File: src/rtl/keypad_pkg.sv
// Shared constants, FSM state type and key-map helpers for the keypad scanner.
// Code space: 0..9 digits, 10 '*', 11 '#', 14 several keys, 15 no key.
package keypad_pkg;

    localparam logic [3:0] KEY_CLEAR = 4'd10;
    localparam logic [3:0] KEY_PROX  = 4'd11;
    localparam logic [3:0] KEY_MULTI = 4'd14;
    localparam logic [3:0] KEY_NONE  = 4'd15;

    localparam int NUM_ROWS = 4;
    localparam int NUM_COLS = 3;
    localparam int NUM_KEYS = NUM_ROWS * NUM_COLS;

    typedef enum logic [1:0] {
        IDLE,
        PULSE,
        HOLD
    } state_e;

    // Matrix position to key code.
    function automatic logic [3:0] key_map(input logic [1:0] row, input logic [1:0] col);
        logic [3:0] code;
        if (row == 2'd3) begin
            case (col)
                2'd0:    code = KEY_CLEAR;
                2'd1:    code = 4'd0;
                default: code = KEY_PROX;
            endcase
        end else begin
            code = {2'b00, row} * 4'd3 + {2'b00, col} + 4'd1;
        end
        return code;
    endfunction

    // Reduce a full-scan press vector (bit = row*3 + col) to a single code.
    function automatic logic [3:0] scan_decode(input logic [NUM_KEYS-1:0] vec);
        logic [3:0] code;
        int hits;
        code = KEY_NONE;
        hits = 0;
        for (int i = 0; i < NUM_KEYS; i++) begin
            if (vec[i]) begin
                hits++;
                code = key_map(2'(i / NUM_COLS), 2'(i % NUM_COLS));
            end
        end
        if (hits > 1) begin
            code = KEY_MULTI;
        end
        return code;
    endfunction

    // One-hot strobe vector: bits 0..9 digits, bit 10 clear, bit 11 prox.
    function automatic logic [NUM_KEYS-1:0] key_onehot(input logic [3:0] code);
        return (code <= KEY_PROX) ? (12'd1 << code) : 12'd0;
    endfunction

endpackage

File: src/rtl/sync2.sv
// Two-flop synchronizer for asynchronous level inputs; both stages reset high
// so idle active-low lines read as inactive straight out of reset.
module sync2 #(
    parameter int unsigned WIDTH = 1
) (
    input  logic             clk,
    input  logic             rst_n,
    input  logic [WIDTH-1:0] d,
    output logic [WIDTH-1:0] q
);

    logic [WIDTH-1:0] meta;

    always_ff @(posedge clk or negedge rst_n) begin
        if (!rst_n) begin
            meta <= '1;
            q    <= '1;
        end else begin
            meta <= d;
            q    <= meta;
        end
    end

endmodule

File: src/rtl/keypad_scanner.sv
// 4x3 matrix keypad scanner: row drive, column sync, per-scan decode, debounce,
// and a one-event-per-press strobe generator feeding the detector inputs.
module keypad_scanner
    import keypad_pkg::*;
#(
    parameter int unsigned SCAN_DIV       = 4,
    parameter int unsigned DEBOUNCE_SCANS = 3,
    parameter int unsigned PULSE_CYCLES   = 8
) (
    input  logic       clk,
    input  logic       rst_n,
    output logic [3:0] row_n,
    input  logic [2:0] col_n,
    output logic [0:9] io,
    output logic       clear,
    output logic       prox,
    output logic [3:0] key_code
);

    localparam int unsigned SW = $clog2(SCAN_DIV);
    localparam int unsigned MW = $clog2(DEBOUNCE_SCANS + 1);
    localparam int unsigned PW = $clog2(PULSE_CYCLES + 1);

    localparam logic [SW-1:0] SLOT_LAST  = SW'(SCAN_DIV - 1);
    localparam logic [MW-1:0] MATCH_MAX  = MW'(DEBOUNCE_SCANS);
    localparam logic [PW-1:0] PULSE_LOAD = PW'(PULSE_CYCLES);

    // ------------------------------------------------------------------
    // Column synchronizer
    // ------------------------------------------------------------------
    logic [2:0] col_sync;

    sync2 #(
        .WIDTH(3)
    ) u_col_sync (
        .clk  (clk),
        .rst_n(rst_n),
        .d    (col_n),
        .q    (col_sync)
    );

    // ------------------------------------------------------------------
    // Row scan and press-vector accumulation
    // ------------------------------------------------------------------
    logic [1:0]          row;
    logic [1:0]          row_next;
    logic [SW-1:0]       slot;
    logic [NUM_KEYS-1:0] press_vec;
    logic [NUM_KEYS-1:0] vec_full;
    logic                sample;
    logic                scan_end;
    logic [3:0]          scan_code;

    // Sampling on the last slot cycle gives the row time to settle and the
    // synchronizer time to pass the response through.
    always_comb begin
        sample   = (slot == SLOT_LAST);
        scan_end = sample && (row == 2'd3);
        row_next = sample ? row + 2'd1 : row;
        vec_full = press_vec;
        if (sample) begin
            unique case (row)
                2'd0: vec_full[2:0]   = press_vec[2:0]   | ~col_sync;
                2'd1: vec_full[5:3]   = press_vec[5:3]   | ~col_sync;
                2'd2: vec_full[8:6]   = press_vec[8:6]   | ~col_sync;
                2'd3: vec_full[11:9]  = press_vec[11:9]  | ~col_sync;
            endcase
        end
        scan_code = scan_decode(vec_full);
    end

    always_ff @(posedge clk or negedge rst_n) begin
        if (!rst_n) begin
            row       <= 2'd0;
            slot      <= '0;
            row_n     <= 4'b1110;
            press_vec <= '0;
        end else begin
            slot      <= sample ? '0 : slot + 1'b1;
            row       <= row_next;
            row_n     <= ~(4'b0001 << row_next);
            press_vec <= scan_end ? '0 : vec_full;
        end
    end

    // ------------------------------------------------------------------
    // Scan-to-scan debounce
    // ------------------------------------------------------------------
    logic [3:0]    prev_code;
    logic [3:0]    stable;
    logic [MW-1:0] match_cnt;
    logic [MW-1:0] match_next;

    always_comb begin
        match_next = match_cnt;
        if (scan_code == prev_code) begin
            if (match_cnt != MATCH_MAX) begin
                match_next = match_cnt + 1'b1;
            end
        end else begin
            match_next = MW'(1);
        end
    end

    always_ff @(posedge clk or negedge rst_n) begin
        if (!rst_n) begin
            prev_code <= KEY_NONE;
            match_cnt <= '0;
            stable    <= KEY_NONE;
        end else if (scan_end) begin
            prev_code <= scan_code;
            match_cnt <= match_next;
            if (match_next == MATCH_MAX) begin
                stable <= scan_code;
            end
        end
    end

    // ------------------------------------------------------------------
    // Event FSM with registered strobes
    // ------------------------------------------------------------------
    state_e              state;
    logic [3:0]          code;
    logic [PW-1:0]       pulse_cnt;
    logic [NUM_KEYS-1:0] strobe;

    always_ff @(posedge clk or negedge rst_n) begin
        if (!rst_n) begin
            state     <= IDLE;
            code      <= KEY_NONE;
            key_code  <= KEY_NONE;
            pulse_cnt <= '0;
            strobe    <= '0;
        end else begin
            unique case (state)
                IDLE: begin
                    if (stable <= KEY_PROX) begin
                        state     <= PULSE;
                        code      <= stable;
                        key_code  <= stable;
                        pulse_cnt <= PULSE_LOAD;
                        strobe    <= key_onehot(stable);
                    end else if (stable == KEY_MULTI) begin
                        state <= HOLD;
                    end
                end
                PULSE: begin
                    if (pulse_cnt == PW'(1)) begin
                        state  <= HOLD;
                        strobe <= '0;
                    end else begin
                        pulse_cnt <= pulse_cnt - 1'b1;
                        strobe    <= key_onehot(code);
                    end
                end
                // A new event needs a debounced release first: no repeat, no roll-over.
                HOLD: begin
                    if (stable == KEY_NONE) begin
                        state <= IDLE;
                    end
                end
                default: begin
                    state  <= IDLE;
                    strobe <= '0;
                end
            endcase
        end
    end

    for (genvar d = 0; d < 10; d++) begin : g_io
        assign io[d] = strobe[d];
    end
    assign clear = strobe[10];
    assign prox  = strobe[11];

endmodule
File: config.mk
export PLATFORM = sky130hd
export DESIGN_NAME = keypad_scanner
export DESIGN_NICKNAME = d
export VERILOG_FILES = /design/src/rtl/keypad_pkg.sv /design/src/rtl/sync2.sv /design/src/rtl/keypad_scanner.sv
export SDC_FILE = /design/constraint.sdc
export NUM_CORES = 1
export LEC_CHECK = 0
export ABC_AREA = 1
export CORE_ASPECT_RATIO = 1.4
export CORE_UTILIZATION = 45
export DETAILED_ROUTE_END_ITERATION = 10
export PLACE_DENSITY = 0.76
export SLEW_MARGIN = 0
export SYNTH_ARGS = -nofsm -noshare
export SYNTH_HDL_FRONTEND = slang
export SYNTH_HIERARCHICAL = 1
export SYNTH_SLANG_ARGS = --single-unit
File: constraint.sdc
create_clock -name clk -period 6.1 [get_ports clk]
set_input_delay 0.61 -clock clk [delete_from_list [all_inputs] [get_ports clk]]
set_output_delay 0.61 -clock clk [all_outputs]
set_load 0.01 [all_outputs]
### Word level (Yosys, flattened, before mapping)

Index checks and enable logic that the tools add are counted.
Widths: inputs -> output; s select.

* bits of input ports: 5
* word-level logic and storage cells: 114
* flip-flop bits (word level): 58
* output and inout bits: 20

* multiplexer cells: 47
* add/subtract/negate cells: 15
* bitwise logic cells: 7
* reductions and logical operators: 9
* eq/ne operators: 17
* shifts and indexed selects: 3
* order comparisons: 3

Operators with widths (count)
* $add 32x2->32 const B: 11
* $mux 32: 11
* $mux 12: 5
* $mux 4: 15
* $pmux 12 s3: 1
* $gt 32x2->1 const B: 1
* $shl 1x4->12 const A: 2
* $mux 2: 8
* $mux 3: 4
* $or 3x3->3: 4
* $eq 2x2->1 const B: 5
* $ne 2x2->1 const B: 5
* $eq 4x4->1 const B: 2
* $le 4x4->1 const B: 2
* $pmux 4 s2: 1
* $add 2x1->2 const B: 3
* $pmux 2 s3: 1
* $reduce_and 2->1: 3
* $reduce_and 3->1: 2
* $eq 2x1->1 const B: 2
* $eq 4x1->1 const B: 1
* $eq 4x4->1: 1
* $logic_not 2->1: 2
* $not 4->4: 1
* other kinds (8): 8

### Longest topological paths before layout

Gate-level depths: netlist of the first run.

* depth in word-level cells: 33
* mapped depth: 50
* gate-level depth less buffers: 50

### Hierarchy

The synthesis of the first run kept the hierarchy.

Modules (own cells, without submodules)
* keypad_scanner: area an instance 3956.3 um^2, instances 1, cells an instance 556, seq. area each 1320.0 um^2
* sync2: area an instance 157.7 um^2, instances 1, cells an instance 6, seq. area each 157.7 um^2

### Worst setup path before layout of the first run

No wires, ideal clock.

* path type: register -> register
* start point: register row[0]
* end point: register stable[0]
* library setup time: 76 ps
* data arrival time: 6361 ps
* data required time: 6024 ps
* clock period less this slack: 6437 ps
* stages on the path, launching flop included: 48
* slack: -337 ps
* buffers on the path: 0
* path through: dfrtp_1 inv_1 ha_1 nand3_1 nand2_1 ha_1 inv_1 nand3_1 nand2_2 nand2_1 inv_1 nand2_1 nand3_2 ha_1 nand2_1 nand2_2 ha_1 nand2_1 (+12 left out) nand2_1 ha_1 nand2_1 nand2_1 ha_1 nand2_1 o21ai_0 nand3b_1 nor2_1 nand2_1 nor2_4 nand4_1 nand2_1 nand2_2 nor2_8 nand3_4 nand2_1 nand2_1

* longest elaborated chain between the ends: 32
* elaborated cells on any way between the ends: 51
* those cells by class: add/sub: 11; order compare: 1; eq/ne: 5; mux: 31; reduce/logical: 3

RTL lines
* start: declaration: RTL line keypad_scanner.sv:45 `logic [1:0] row;`
* start signal: assignment: RTL line keypad_scanner.sv:80 `row <= row_next;`
* $logic_not 2->1: RTL line keypad_scanner.sv:62 `unique case (row)`
* $mux 3: RTL line keypad_scanner.sv:62
* $mux 12: RTL line keypad_scanner.sv:61 `if (sample) begin`
* $mux 1: RTL line keypad_pkg.sv:42 `if (vec[i]) begin`
* $add 32x2->32: RTL line keypad_pkg.sv:43 `hits++;`
* $mux 32: RTL line keypad_pkg.sv:42
* $add 32x2->32: RTL line keypad_pkg.sv:43
* $mux 32: RTL line keypad_pkg.sv:42
* (+16 left out)
* $add 32x2->32: RTL line keypad_pkg.sv:43
* $mux 32: RTL line keypad_pkg.sv:42
* $gt 32x2->1: RTL line keypad_pkg.sv:47 `if (hits > 1) begin`
* $mux 4: RTL line keypad_pkg.sv:47
* $eq 4x4->1: RTL line keypad_scanner.sv:96 `if (scan_code == prev_code) begin`
* $mux 2: RTL line keypad_scanner.sv:96
* $eq 2x2->1: RTL line keypad_scanner.sv:113 `if (match_next == MATCH_MAX) begin`
* $reduce_and 2->1 (no source line)
* end signal: assignment: RTL line keypad_scanner.sv:114 `stable <= scan_code;`
* end: declaration: RTL line keypad_scanner.sv:90 `logic [3:0] stable;`

Several ways; a longest one is shown, not always the timed one.
A chain may end at the register's enable or synchronous reset.

### Worst setup path in the final report of the first run

* start point: register row[1]
* end point: register stable[1]

Same word-level chain as after synthesis.

==> results of run 1 <==
## final timing paths
path / slack (ns) / startpoint / cells past startpoint / to
worst min-delay path: 0.35 / u_col_sync/meta[1] / 0 / u_col_sync/q[1]
worst max-delay path: 0.02 / row[1] / 46 / stable[1]
worst max register to register: 0.02 / row[1] / 46 / stable[1]
max in group asynchronous: 5.21 / rst_n / 2 / strobe[2]
min in group asynchronous: 0.42 / rst_n / 2 / row[1]
worst min register to register: 0.35 / u_col_sync/meta[1] / 0 / u_col_sync/q[1]
## kinds of logic (layout without fill, tap and decap cells)
family,Yosys count,count (layout)
AO/OA/AOI/OAI,53,53
XOR/XNOR,1,1
adder cells (fa/ha/maj),16,16
buffers and inverters,93,207
flip-flops,58,58
AND/OR/NAND/NOR,341,341
## registers in the layout (all words and copies together), names as in the netlist
name	cells
code	4
match_cnt	2
press_vec	12
prev_code	4
pulse_cnt	4
row	2
row_n	4
slot	2
stable	4
state	2
strobe	12
u_col_sync/meta	3
u_col_sync/q	3
## synth_stat cells, drive strengths merged
cell type / count
a2111oi: 1
a21boi: 1
a21oi: 13
a31oi: 2
buf: 4
clkbuf: 3
dfrtp: 37
dfstp: 21
ha: 16
inv: 86
nand2: 181
nand3: 65
nand3b: 5
nand4: 21
nor2: 58
nor3: 2
nor4: 1
o211ai: 5
o21ai: 17
o21bai: 3
o221ai: 7
o22ai: 2
o311ai: 2
or2: 8
xnor2: 1
## critical path: cells and delay by family (launching register included)
family                     cells  cell delay, ns
AOI/OAI and AO/OA              2            0.21
adders and majority gates     10            2.39
buffers and inverters          2            0.16
DFF                            1            0.39
and+or+nand+nor               32            2.86
## final cells by class
class,count,share of cell area
Multi-Input combinational cell,411,0.4786
Sequential cell,58,0.2469
Timing Repair Buffer,105,0.1461
Inverter,86,0.05436
Clock buffer,10,0.03826
Tap cell,105,0.02195
Clock inverter,6,0.01380
## metal layers
layer,vias up,part of all wire,global-route usage
met3,67,0.048,0.04810
met5,-,0,0
met1,2088,0.36,0.2544
li1,2046,-,-
met2,196,0.54,0.4874
met4,0,0.048,0.1207
## stage by stage
step                setup TNS (ns)  setup slack (ns)  std cells  hold WS (ns)  instance area (um2)
finish                           0           0.01590        781        0.3544                 5984
global route                -1.935           -0.3507        781        0.3567                 5984
CTS                              0           0.02905        776        0.3543                 5569
detailed placement          -1.475           -0.2778        716        0.3472                 4755
global placement           -0.1192          -0.02465        716        0.3462                 4755
floorplan                        0          0.006157        562        0.3144                 4184
## power by group
group / internal [uW] / switching, uW / leakage [uW]
combinational: 25.8 / 54.6 / 0.00219
sequential: 418 / 24.8 / 0.000716
clock: 355 / 177 / 0.000152
## repair_timing
action,4_1_cts,5_1_grt
gates resized for setup,39,83
setup endpoints to repair,7,10
buffers inserted,46,11
pin swaps,51,64
hold buffers,0,0
==> out/qor.yml, run 1 <==
sta:
  fin_crit_ns: 6.084
  setup_viol: 0
  worst_slew_pin_slew_ns: 0.9424
  grt_setup_unrepaired: "yes"
  hold_viol: 0
  drv_slew: 0
  max-slew-margin-rel: 0.3717
  fin_crit_sh: 0.9974
  skew_ns: 0.005206
  fmaxAchievable_mhz: 164.4
yosys:
  postSynthNetCount: 583
  synth_top_family_by_area: "simple AND/OR/NAND/NOR gates"
  syn-instance-count: 562
  synth_area_per_cell_um2: 7.320
  ys_seq_area_frac: 0.3592
  synth_compound_area_frac: 0.08850
  synth_area_leaders: "dfrtp_1 (23%), nand2_1 (14%), dfstp_2 (13%), inv_1 (7.0%), nand3_1 (6.1%)"
  synth_top_cell_by_area: "dfrtp_1"
  synth_top_area_frac: 0.2251
  ys_warn_count: 6
  synth-xor-area-share: 0.002129
  synth_simple_gate_area_share: 0.4142
  netlist_area_um2: 4114
  synthAdderAreaFrac: 0.04866
  synth.distinct_cells: 39
  synth-seq-cells: 58
  synthMuxAreaShare: 0
die:
  initial_core_util: 0.4724
  die_w_um: 82.81
  die_h_um: 115.1
  ios: 25
  num_rows: 40
  dieArea_um2: 9534
  core_area_um2: 8708
clock_network:
  clock-root-buffer: "clkbuf_16"
  cts_num_sinks: 58
  path_clk_slew_ns: 0.05
  clk_latency_ns: 0.33
  cts_max_level: 3
  numCtsBuffers: 9
  cts_tree: "done"
  clockBufferDepth: 2
grt:
  grt_max_degree: 59
  grt_pass1_wl_mm: 19.22
  grt_antenna_before_repair: 0
  overflow: 0
  grt_pass1_vias: 4302
  track_usage: 0.2502
critical_path:
  critPathArrivalTime_ns: 6.35
  crit_type: "register to register"
  start_kind: "register"
  crit_slowest_cell: "dfrtp_1"
  cp.required_ns: 6.36
  cpPeakStageDelay_ns: 0.39
  critical_path.endpoint_type: "register"
  path_max_fanout: 7
min_path:
  hold_class: "register to register"
placed_design:
  globalplace.congestion: 0.8493
  port_buffers: 24
  dp_hpwl_mm: 7.188
status:
  outcome: "finished, final reports clean"
final_layout:
  fillers: 625
  drive_above_1_share: 0.4186
  final_common_cell: "nand2_1"
  multi_input_area_um2: 2864
  final_cell_mix: "nand2_1 (109), buf_4 (75), inv_1 (72)"
  syn2layout_area_growth_pct: 45.47
  utilization: 0.6872
  seqCellArea_um2: 1478
  fin_nets: 692
  n_antenna_cell: 0
route:
  postRouteAntennaNets: 0
  dr.first_iter.drc_count: 263
  first_pass_iters: 5
  vias_per_cell: 5.630
  vias: 4397
  wl_per_cell_um: 16.36
  routed_wl_mm: 12.78
  drc: 0
flow_run:
  cap_violations: 0
power:
  power.leakage_uw: 0.003061
  p_per_area_nw_per_um2: 176.4
  ir_worst_vdd_mv: 0.3662
  total_power_uw: 1055
(Power assumes the default switching activity.)
==> run 2: changes to the inputs <==
--- a/config.mk
+++ b/config.mk
@@ -5,10 +5,10 @@
 export SDC_FILE = /design/constraint.sdc
 export NUM_CORES = 1
 export LEC_CHECK = 0
-export ABC_AREA = 1
 export CORE_ASPECT_RATIO = 1.4
 export CORE_UTILIZATION = 45
 export DETAILED_ROUTE_END_ITERATION = 10
+export GPL_TIMING_DRIVEN = 0
 export PLACE_DENSITY = 0.76
 export SLEW_MARGIN = 0
 export SYNTH_ARGS = -nofsm -noshare
==> out/qor.yml, run 2 <==
sta:
  hold_viol: 0
  worst_slew_pin_slew_ns: 0.7430
  fmaxAchievable_mhz: 123.0
  fin_crit_sh: 1.333
  fin_setup_tns_ns: -17.65
  setup_viol: 10
  drv_slew: 0
  grt_setup_unrepaired: "yes"
  setup_ws_ns: -2.032
  max-slew-margin-rel: 0.5036
  fin_crit_ns: 8.132
  skew_ns: 0.006392
die:
  ios: 25
  die_w_um: 82.13
  core_area_um2: 8658
  num_rows: 40
  dieArea_um2: 9378
  die_h_um: 114.2
  initial_core_util: 0.4672
grt:
  overflow: 0
  grt_pass1_vias: 3611
  grt_antenna_before_repair: 0
  grt_pass1_wl_mm: 16.86
  grt_max_degree: 43
  track_usage: 0.2372
yosys:
  synthFlopType: "dfrtp_1"
  syn-instance-count: 434
  synth-async-reset-ratio: 1.000
  postSynthNetCount: 455
  synth_edf_count: 0
  synth.most_common_cell: "nor2_1"
  synth-seq-cells: 58
  ys_seq_area_frac: 0.3653
  synth_area_per_cell_um2: 9.321
  synth_top_area_frac: 0.2289
  netlist_area_um2: 4045
  synth_top_cell_by_area: "dfrtp_1"
  synth_area_leaders: "dfrtp_1 (23%), dfstp_2 (14%), ha_1 (4.9%), nor2_1 (4.8%), nand2_1 (4.5%)"
  synth_common_cells: "nor2_1 (52), nand2_1 (48), dfrtp_1 (37)"
  ys_warn_count: 6
  synth.distinct_cells: 79
final_layout:
  reg_top3: "press_vec: 12 flops, strobe: 12 flops"
  post-route-cell-area_um2: 5398
  n_antenna_cell: 0
  utilization: 0.6234
  fin_nets: 540
  drive_above_1_share: 0.3187
  final_cell_mix: "nand2_1 (48), nor2_1 (48), buf_4 (45)"
  syn2layout_area_growth_pct: 33.44
flow_run:
  cap_violations: 0
status:
  outcome: "complete, but fails checks"
  violations: "setup timing"
power:
  seqPwrFrac: 0.436
  intPower_uw: 780.2
  total_power_uw: 1025
  p_per_area_nw_per_um2: 190.0
  power.leakage_uw: 0.002410
  swShare: 0.2391
  power.switching_uw: 245.1
  p_comb_frac: 0.099
  pwr-share-clk: 0.465
  ir_worst_vdd_mv: 0.3264
critical_path:
  critPathArrivalTime_ns: 8.38
  r2r_slack_ns: -2.03
  path_max_fanout: 6
  crit_end: "stable[1]"
  cp.required_ns: 6.35
  reg2reg_from: "slot[0]"
  crit_top_cell: "ha_4"
  crit_type: "register to register"
  critPathLaunch: "slot[0]"
  start_kind: "register"
  r2r_end: "stable[1]"
  crit_slowest_cell: "dfrtp_1"
  cpPeakStageDelay_ns: 0.41
  reg2regPathDepth: 42
  critical_path.endpoint_type: "register"
placed_design:
  port_buffers: 24
  globalplace.congestion: 0.8534
  place_area_um2: 4584
  dp_hpwl_mm: 6.731
route:
  vias: 3540
  routed_wl_mm: 10.17
  postRouteAntennaNets: 0
  dr.first_iter.drc_count: 193
  drc: 0
  first_pass_iters: 4
  wl_per_cell_um: 16.17
  vias_per_cell: 5.628
clock_network:
  path_clk_slew_ns: 0.05
  cts_num_sinks: 58
  cts_hold_buf: 0
  numCtsBuffers: 9
  cts_max_level: 3
  cts_tree: "done"
  clock-root-buffer: "clkbuf_16"
  clockBufferDepth: 2
  clk_latency_ns: 0.32
min_path:
  hold_class: "input port to async pin"
## run 2: changes by cell type after synthesis, moves of 9 or more
cell / delta
nand2_1: -103
inv_1: -57
nand3_1: -36
nand2_2: -23
nand4_1: -19
xnor2_1: +17
and2_1: +13
nand3_2: -12
nor3_1: +11
a221o_1: +9
clkbuf_1: +9
## run 2: stage by stage
step	worst slack (ns)	instances	hold WS [ns]
after CTS	-1.809	619	0.2055
after floorplan	-1.719	434	0.3144
after detailed placement	-2.523	564	0.3472
after global placement	-2.347	563	0.3464
final	-2.032	629	0.2069
after global routing	-2.300	629	0.2236
## run 2: how the worst min path moves through the flow
stage                  startpoint               to  slack (ns)  cells past startpoint
6_report                    rst_n       strobe[10]        0.21                      1
5_1_grt                     rst_n        strobe[2]        0.22                      1
4_1_cts                     rst_n        strobe[2]        0.21                      1
3_5_place_dp   u_col_sync/meta[0]  u_col_sync/q[0]        0.35                      0
3_3_place_gp   u_col_sync/meta[1]  u_col_sync/q[1]        0.35                      0
2_1_floorplan               rst_n     match_cnt[0]        0.31                      0
## run 2: logic make-up (layout without fill, tap and decap cells)
logic type,Yosys count,after routing,share of synthesized area
and+or+nand+nor,185,185,0.2304
muxes,13,13,0.03619
AOI/OAI and AO/OA,87,87,0.1692
adders and majority gates,16,16,0.04949
buffers and inverters,39,129,0.03835
DFF,58,58,0.3653
xor gates and xnor gates,36,36,0.1110
## run 2: cell type report
type	instances	area, um2
buffer	18	76.32
clock buffer	12	236.5
clock inverter	4	45.04
fill	674	3261
inverter	21	81.33
multi-input combinational	337	2708
sequential	58	1478
tap	105	131.4
timing repair buffer	74	641.9
## run 2: critical path: cells and delay by family (launching register included)
family,cells,cell delay (ns)
buffers and inverters,6,0.48
XOR/XNOR,1,0.22
multiplexers,2,0.60
flip-flops,1,0.41
AO/OA/AOI/OAI,16,2.75
adder cells (fa/ha/maj),10,2.61
AND/OR/NAND/NOR,7,0.97
## run 2: power by group through the flow
stage	combinational, uW	sequential, uW	clock [uW]
after global routing	112	449	502
after CTS	94.1	446	485
after detailed placement	89.9	451	0
final	102	447	477
after global placement	86.6	449	0
after floorplan	66.4	444	0
## run 2: metal layers
metal  part of all wire  GRT usage  vias up
met4              0.042     0.1287        0
met5                  0          0        -
li1                   -          -     1704
met2               0.53     0.4204       98
met3              0.025    0.03665       39
met1               0.40     0.2640     1699
## run 2: repair_timing
action                     in CTS  in global routing
setup buffers                  39                 10
pin swaps                      29                 15
setup endpoints to repair      10                 10
gates resized for setup        26                  6
==> run 3: changes to the inputs <==
--- a/config.mk
+++ b/config.mk
@@ -9,7 +9,7 @@
 export CORE_UTILIZATION = 45
 export DETAILED_ROUTE_END_ITERATION = 10
 export GPL_TIMING_DRIVEN = 0
-export PLACE_DENSITY = 0.76
+export PLACE_DENSITY = 0.74
 export SLEW_MARGIN = 0
 export SYNTH_ARGS = -nofsm -noshare
 export SYNTH_HDL_FRONTEND = slang
==> out/qor.yml, run 3 (synthesis gave the netlist of run 2 again) <==
clock_network:
  clockBufferDepth: 2
  cts_tree: "done"
  path_clk_slew_ns: 0.05
  clock-root-buffer: "clkbuf_16"
  cts_max_level: 3
  cts_num_sinks: 58
  numCtsBuffers: 9
  clk_latency_ns: 0.32
route:
  wl_per_cell_um: 15.77
  dr.first_iter.drc_count: 170
  first_pass_iters: 4
  vias: 3487
  vias_per_cell: 5.615
  routed_wl_mm: 9.792
  drc: 0
  postRouteAntennaNets: 0
sta:
  skew_ns: 0.007858
  fmaxAchievable_mhz: 125.4
  drv_slew: 0
  grt_setup_unrepaired: "yes"
  hold_viol: 0
  fin_crit_ns: 7.973
  setup_viol: 10
  fin_crit_sh: 1.307
  setup_ws_ns: -1.873
  worst_slew_pin_slew_ns: 0.6620
  max-slew-margin-rel: 0.5553
grt:
  overflow: 0
  grt_pass1_wl_mm: 16.26
  track_usage: 0.2273
  grt_max_degree: 33
  grt_antenna_before_repair: 0
  grt_pass1_vias: 3529
final_layout:
  n_antenna_cell: 0
  multi_input_area_um2: 2718
  syn2layout_area_growth_pct: 32.60
  final_cell_mix: "nor2_1 (48), nand2_1 (47), buf_4 (40)"
  seqCellArea_um2: 1478
  final_common_cell: "nor2_1"
  fillers: 665
  fin_nets: 532
  post-route-cell-area_um2: 5364
  reg_top3: "press_vec: 12 flops, strobe: 12 flops"
  utilization: 0.6195
  drive_above_1_share: 0.3081
die:
  ios: 25
  core_area_um2: 8658
  num_rows: 40
  die_w_um: 82.13
  initial_core_util: 0.4672
  dieArea_um2: 9378
  die_h_um: 114.2
power:
  swShare: 0.2256
  power.switching_uw: 236.8
  p_comb_frac: 0.090
  intPower_uw: 812.9
  p_per_area_nw_per_um2: 195.7
  pwr-share-clk: 0.484
  power.leakage_uw: 0.002372
  ir_worst_vdd_mv: 0.2208
  total_power_uw: 1050
  seqPwrFrac: 0.426
placed_design:
  place_area_um2: 4584
  port_buffers: 24
  place_ws_ns: -2.496
  dp_hpwl_mm: 6.849
  globalplace.congestion: 0.8810
critical_path:
  critical_path.endpoint_type: "register"
  crit_slowest_cell: "a221o_2"
  start_kind: "register"
  crit_top_cell: "ha_4"
  critical-path-top-delay-family: "adder cells"
  crit_type: "register to register"
  critPathBufInv: 7
  cpPeakStageDelay_ns: 0.40
  cp.required_ns: 6.34
  critPathArrivalTime_ns: 8.22
  path_max_fanout: 6
flow_run:
  cap_violations: 0
status:
  violations: "setup timing"
  outcome: "complete, but fails checks"
min_path:
  hold_class: "input port to async pin"
==> run 3: cell type report <==
| cell class | count | share of cell area |
|---|---|---|
| clock inverters | 2 | 0.006531 |
| well taps | 105 | 0.02449 |
| inverters | 21 | 0.01516 |
| clock buffers | 14 | 0.05108 |
| repair buffers | 66 | 0.1064 |
| multi-input cells | 337 | 0.5066 |
| flip-flops and latches | 58 | 0.2755 |
| plain buffers | 18 | 0.01423 |
==> run 3: what timing repair did <==
item                                    in CTS  in global routing
gates cloned                                 0                  0
endpoints found under the setup margin      10                 10
buffers inserted                            33                  8
hold buffers                                 0                  0
pin swaps                                   26                 14
endpoints found under the hold margin        0                  0
resized for setup                           21                  9
==> run 3: through the flow <==
stage | std cells | hold WS [ns] | TNS (ns)
final | 621 | 0.3068 | -15.70
after global routing | 621 | 0.3474 | -18.49
after CTS | 613 | 0.3149 | -14.77
after detailed placement | 564 | 0.3503 | -21.18
after global placement | 563 | 0.3460 | -19.56
after floorplan | 434 | 0.3144 | -13.29
==> run 3: power groups by stage <==
stage                     logic (uW)  registers [uW]  clock network (uW)
after floorplan                 66.4             444                   0
after global placement          87.3             450                   0
after detailed placement        89.7             451                   0
after CTS                       93.9             447                 517
after global routing             105             451                 534
final                           94.3             448                 508
==> run 3: worst paths after layout <==
path	from	endpoint	slack [ns]	cells past startpoint
min in group clk	u_col_sync/meta[1]	u_col_sync/q[1]	0.35	0
min reg2reg	u_col_sync/meta[1]	u_col_sync/q[1]	0.35	0
max reg2reg	row[1]	stable[3]	-1.87	43
max	row[1]	stable[3]	-1.87	43
max in group asynchronous	rst_n	row_n[3]	5.13	2
min	rst_n	strobe[2]	0.31	1
==> run 3: layer usage <==
layer	vias up	track usage	part of all wire
met5	-	0	0
met4	0	0.1099	0.032
met3	30	0.03984	0.031
met2	75	0.4061	0.53
met1	1693	0.2530	0.40
li1	1689	-	-
==> variant 1: new RTL, config.mk and constraints of run 2 <==
Add an input register stage for `col_n`, with the module's reset; this delays it by one clock.
--- a/src/rtl/keypad_scanner.sv
+++ b/src/rtl/keypad_scanner.sv
@@ -25,6 +25,16 @@
     localparam logic [MW-1:0] MATCH_MAX  = MW'(DEBOUNCE_SCANS);
     localparam logic [PW-1:0] PULSE_LOAD = PW'(PULSE_CYCLES);
 
+    logic [2:0] col_n_q;
+
+    always_ff @(posedge clk or negedge rst_n) begin
+        if (!rst_n) begin
+            col_n_q <= '0;
+        end else begin
+            col_n_q <= col_n;
+        end
+    end
+
     // ------------------------------------------------------------------
     // Column synchronizer
     // ------------------------------------------------------------------
@@ -35,7 +45,7 @@
     ) u_col_sync (
         .clk  (clk),
         .rst_n(rst_n),
-        .d    (col_n),
+        .d    (col_n_q),
         .q    (col_sync)
     );
 
Function: same outputs for any inputs over 10 cycles, from zero or initial values and one cycle with rst_n low; that may be too few to reach the edited logic, so the function may still have changed.
==> variant 1 against run 2 <==
The run still ends with negative setup slack left. Via count up 1.4%. Synthesized area grew 0.15%. Sequential cell count is 3 higher. Power decreased by 0.13%. Die area rose by 0.15%. Routed wire length fell by 0.59%. Setup slack improved by 750 ps. Final area shrank 2.1%. Critical path depth is 1 lower. Utilization is 1.3 points lower.
==> variant 1: results (changes against run 2) <==
metric	value	unit	change
place_area	0.00455	mm²	-0.85%
cts_buffers	9		unchanged
grt_pass1_vias	3575		-1.0%
dp.cells	573		+1.6%
wirelength	10100	µm	-0.59%
grt_pass1_wl	16600	µm	-1.7%
clk_pin_slew_worst_paths	50	ps	about the same
ys_top_cells_by_area	dfrtp_1 (25%), dfstp_2 (14%), nand2_1 (5.2%), ha_1 (4.9%), nor2_1 (4.4%)		
finalSetupViolCount	10		unchanged
cp_slowest_cell	or4_1		
yosys_warnings	6		unchanged
dpl.hpwl	6650	µm	-1.2%
drive_gt1_share	27.9	%	-4.0 points
vdd_ir_drop_max	244	µV	-25%
cpPeakStageDelay	500	ps	+90 ps
fin_nets	534		-1.1%
setup_ws	-1280	ps	+748 ps
drtIter0Drc	156		-19%
violations	negative setup slack		
synthMostInstantiatedCell	nand2_1		
cts_buffer_depth	2		unchanged
synth.distinct_cells	82		+3.8%
drtPass1Iterations	4		unchanged
arrival	7640	ps	-740 ps
synthesis.nets	464		+2.0%
hold_path_class	input port to async pin		
diodes	0		unchanged
status	complete, but fails checks		
globalplace.congestion	0.931		+9.1%
p_leak	2.43	nW	+0.61%
skew	5.81	ps	-0.580 ps
io_buffers	24		unchanged
vias_per_cell	5.77		+2.6%
reg_top3	press_vec (12), strobe (12)		
insertion_delay	330	ps	
grt.total_usage	23.2	%	-0.57 points
crit_fanout	5		-1
yosys-top-cells-count	nand2_1 (56), nor2_1 (48), dfrtp_1 (40), inv_1 (26), dfstp_2 (21)		
async_reset_ff_share	100	%	unchanged
cts_htree_levels	3		unchanged
tightest_slew	678	ps	-64.9 ps
synthCells	443		+2.1%
grt_max_degree	35		-19%
root_buffer	clkbuf_16		
synth_seq_area_share	38.3	%	+1.8 points
final_cells	622		-1.1%
antenna_found_initial	0		unchanged
switching_share	23.9	%	-0.049 points
variant 1: cell count changes after synthesis, moves of 5 or more:
cell      before  now
nor4_1         1    6
clkbuf_1      12    7
nand4_1        2    7
o21ai_0       11   18
inv_1         20   26
and2_1        13    5
nand3_1       14    8
nand2_1       48   56
a21oi_1       15   20
variant 1: per-layer routing:
layer	global-route usage [%]	up-vias	wire (µm)	part of all wire, %
met4	10.1	0	283	2.8
met1	27.0	1744	4080	40
met2	41.0	91	5460	54
li1	-	1727	-	-
met5	0	-	0	0
met3	3.35	28	286	2.8
variant 1: layout make-up:
type	instances	area, µm²
Multi-Input combinational cell	346	2650
Inverter	26	103
Sequential cell	61	1550
Tap cell	105	131
Buffer	9	45.0
Timing Repair Buffer	60	522
Clock buffer	14	274
Fill cell	714	3370
Clock inverter	1	5.00
variant 1: critical path, delay by kind of cell, from the launching register on:
kind | cells | cell delay (ps)
flip-flops | 1 | 380
buffers and inverters | 7 | 550
adder cells (fa/ha/maj) | 8 | 2000
XOR/XNOR | 1 | 230
multiplexers | 3 | 800
AO/OA/AOI/OAI | 14 | 2300
AND/OR/NAND/NOR | 8 | 1010
variant 1: worst paths after layout:
check	startpoint	end	slack, ps	cells past startpoint
worst min register to register	col_n_q[0]$_DFF_PN0_	u_col_sync/meta[0]$_DFF_PN1_	350	0
worst max register to register	slot[0]$_DFF_PN0_	stable[1]$_DFFE_PN1P_	-1280	41
max in group asynchronous	rst_n	prev_code[1]$_DFFE_PN1P_	5120	2
worst min-delay path	rst_n	col_n_q[0]$_DFF_PN0_	310	1
min in group clk	col_n_q[0]$_DFF_PN0_	u_col_sync/meta[0]$_DFF_PN1_	350	0
worst max-delay path	slot[0]$_DFF_PN0_	stable[1]$_DFFE_PN1P_	-1280	41
variant 1: through the flow:
stage | hold slack (ps) | worst slack, ps | TNS (ps)
2_1_floorplan | 314 | -1200 | -10720
3_3_place_gp | 334 | -1840 | -17230
3_5_place_dp | 338 | -2120 | -19890
4_1_cts | 328 | -1370 | -12580
5_1_grt | 352 | -1640 | -15220
6_report | 310 | -1280 | -11600
variant 1: what timing repair did:
item                       CTS  global route
buffers inserted            22            14
hold endpoints to repair     0             0
pin swaps                   20            28
gates resized for setup     23            19
setup endpoints to repair   10            10
variant 1: logic make-up after synthesis:
family / Yosys count / synth area share [%]
compound gates: 98 / 17.6
xor+xnor: 32 / 9.23
fa+ha+maj: 17 / 5.19
buf+inv: 36 / 3.46
flops: 61 / 38.3
mux: 12 / 3.18
simple gates: 187 / 23.0
variant 1: power by group through the flow:
stage	clock network (mW)	registers [mW]	logic, mW
after floorplan	0	0.469	0.0502
after global placement	0	0.475	0.0705
after detailed placement	0	0.477	0.0740
after CTS	0.474	0.472	0.0770
after global routing	0.493	0.477	0.0906
final	0.469	0.473	0.0826
==> variant 2: new RTL, flow settings as in run 2 <==
Made on the original files. Remove the register `row_n`: a continuous assignment takes its place, so the output `row_n` follows one clock earlier.
--- a/src/rtl/keypad_scanner.sv
+++ b/src/rtl/keypad_scanner.sv
@@ -73,15 +73,15 @@
         if (!rst_n) begin
             row       <= 2'd0;
             slot      <= '0;
-            row_n     <= 4'b1110;
             press_vec <= '0;
         end else begin
             slot      <= sample ? '0 : slot + 1'b1;
             row       <= row_next;
-            row_n     <= ~(4'b0001 << row_next);
             press_vec <= scan_end ? '0 : vec_full;
         end
     end
+
+    assign row_n = ~(4'b0001 << row_next);
 
     // ------------------------------------------------------------------
     // Scan-to-scan debounce
Function: changed (Yosys sat finds a counterexample within 4 cycles, from zero or initial values and one cycle with rst_n low).
==> variant 2 against run 2 <==
The run still ends with negative setup slack left. Maximum frequency rose by 1.8%. Critical path depth up 1. Synthesized area fell by 1.0%. Final area down 1.6%. Setup slack improved by 150 ps. Power shrank 14%. Count of clock-buffer cells in the layout shrank 6. Routed wire length up 1.8%. Sequential cell count is 4 lower. Critical endpoint unchanged. Highest routed layer unchanged.
==> variant 2: results (changes against run 2) <==
metric	value	unit	change
fin_nets	526		-2.6%
yosys-top-cells-count	nor2_1 (54), nand2_1 (46), dfrtp_1 (36), xnor2_1 (21), dfstp_2 (18)		
grt_max_degree	43		unchanged
hold_path_class	input port to async pin		
cts_htree_levels	2		-1
globalplace.congestion	0.894		+4.8%
synth_flop_cell	dfrtp_1		
grt_pass1_wl	16800	µm	about the same
cts_buffers	5		-4
dpl.hpwl	6910	µm	+2.6%
fillers	648		-3.9%
vias_per_cell	5.81		+3.3%
clk_pin_slew_worst_paths	70	ps	+20 ps
diodes	0		unchanged
insertion_delay	290	ps	-30 ps
grt_pass1_vias	3579		-0.89%
status	complete, but fails checks		
ys_top_cells_by_area	dfrtp_1 (23%), dfstp_2 (12%), nor2_1 (5.1%), ha_1 (5.0%), xnor2_1 (4.6%)		
grt_use_met2	41.7	%	-0.33 points
slew_headroom	51.5	%	+1.2 points
async_reset_ff_share	100	%	unchanged
drive_gt1_share	31.4	%	-0.45 points
violations	negative setup slack		
arrival	8210	ps	-170 ps
drtIter0Drc	260		+35%
crit_fanout	7		+1
synth_seq_area_share	34.3	%	-2.2 points
grt.total_usage	23.4	%	-0.32 points
wirelength	10400	µm	+1.8%
synth.distinct_cells	83		+5.1%
finalSetupTns	-15200	ps	+2450 ps
reg_top3	press_vec (12), strobe (12)		
finalSetupViolCount	10		unchanged
p_leak	2.28	nW	-5.6%
drtPass1Iterations	5		+1
use_met1	26.9	%	+0.50 points
detailedPlace.worstSlack	-2830	ps	-307 ps
skew	6.12	ps	-0.274 ps
vdd_ir_drop_max	251	µV	-23%
use_met3	2.48	%	-1.2 points
synthesis.nets	450		-1.1%
setup_ws	-1890	ps	+146 ps
## variant 2: metal layers
layer,vias up,part of all wire [%]
met5,-,0
met4,0,3.3
met3,30,3.0
met2,112,53
met1,1727,40
li1,1683,-
## variant 2: critical path: cells and delay by family, from the launching register on
family	cells	cell delay (ps)
adders and majority gates	9	2100
and+or+nand+nor	11	2010
AOI/OAI and AO/OA	12	1840
muxes	4	780
buffers and inverters	5	520
DFF	1	400
xor gates and xnor gates	2	240
## variant 2: path summary, 6_finish.rpt
| check | from | endpoint | slack, ps | cells past startpoint |
|---|---|---|---|---|
| worst max-delay path | slot[0]$_DFF_PN0_ | stable[1]$_DFFE_PN1P_ | -1890 | 43 |
| worst min-delay path | rst_n | pulse_cnt[1]$_DFFE_PN0P_ | 190 | 1 |
| worst max register to register | slot[0]$_DFF_PN0_ | stable[1]$_DFFE_PN1P_ | -1890 | 43 |
| worst min register to register | u_col_sync/meta[2]$_DFF_PN1_ | u_col_sync/q[2]$_DFF_PN1_ | 350 | 0 |
| max in group asynchronous | rst_n | u_col_sync/q[1]$_DFF_PN1_ | 5320 | 2 |
| min in group clk | u_col_sync/meta[2]$_DFF_PN1_ | u_col_sync/q[2]$_DFF_PN1_ | 350 | 0 |
## variant 2: what timing repair did
action | 4_1_cts | 5_1_grt
hold buffers | 0 | 0
setup buffers | 33 | 12
pin swaps | 19 | 24
gates cloned | 0 | 0
endpoints found under the setup margin | 10 | 10
gates resized for setup | 26 | 24
## variant 2: per-stage QoR
step	instances	instance area, µm²
floorplan	429	4130
global placement	558	4500
detailed placement	559	4520
CTS	600	5120
global route	611	5310
finish	611	5310
## variant 2: kinds of logic after synthesis
family | after synthesis | share of synthesized area (%)
compound gates | 94 | 18.2
buf+inv | 32 | 3.38
fa+ha+maj | 16 | 5.00
simple gates | 185 | 23.9
flops | 54 | 34.3
mux | 11 | 3.41
xor+xnor | 37 | 11.8
## variant 2: area by class of cell
| class | instances | area share (%) |
|---|---|---|
| clock buffers | 6 | 2.62 |
| inverters | 19 | 1.39 |
| flip-flops and latches | 54 | 25.9 |
| clock inverters | 2 | 1.13 |
| well taps | 105 | 2.47 |
| plain buffers | 12 | 0.943 |
| multi-input cells | 343 | 54.3 |
| repair buffers | 70 | 11.2 |
## variant 2: power by group
group	internal (mW)	switching [mW]	leakage, nW
registers	0.395	0.0258	0.671
logic	0.0390	0.0481	1.51
clock network	0.246	0.126	0.0971
total	0.681	0.200	2.28
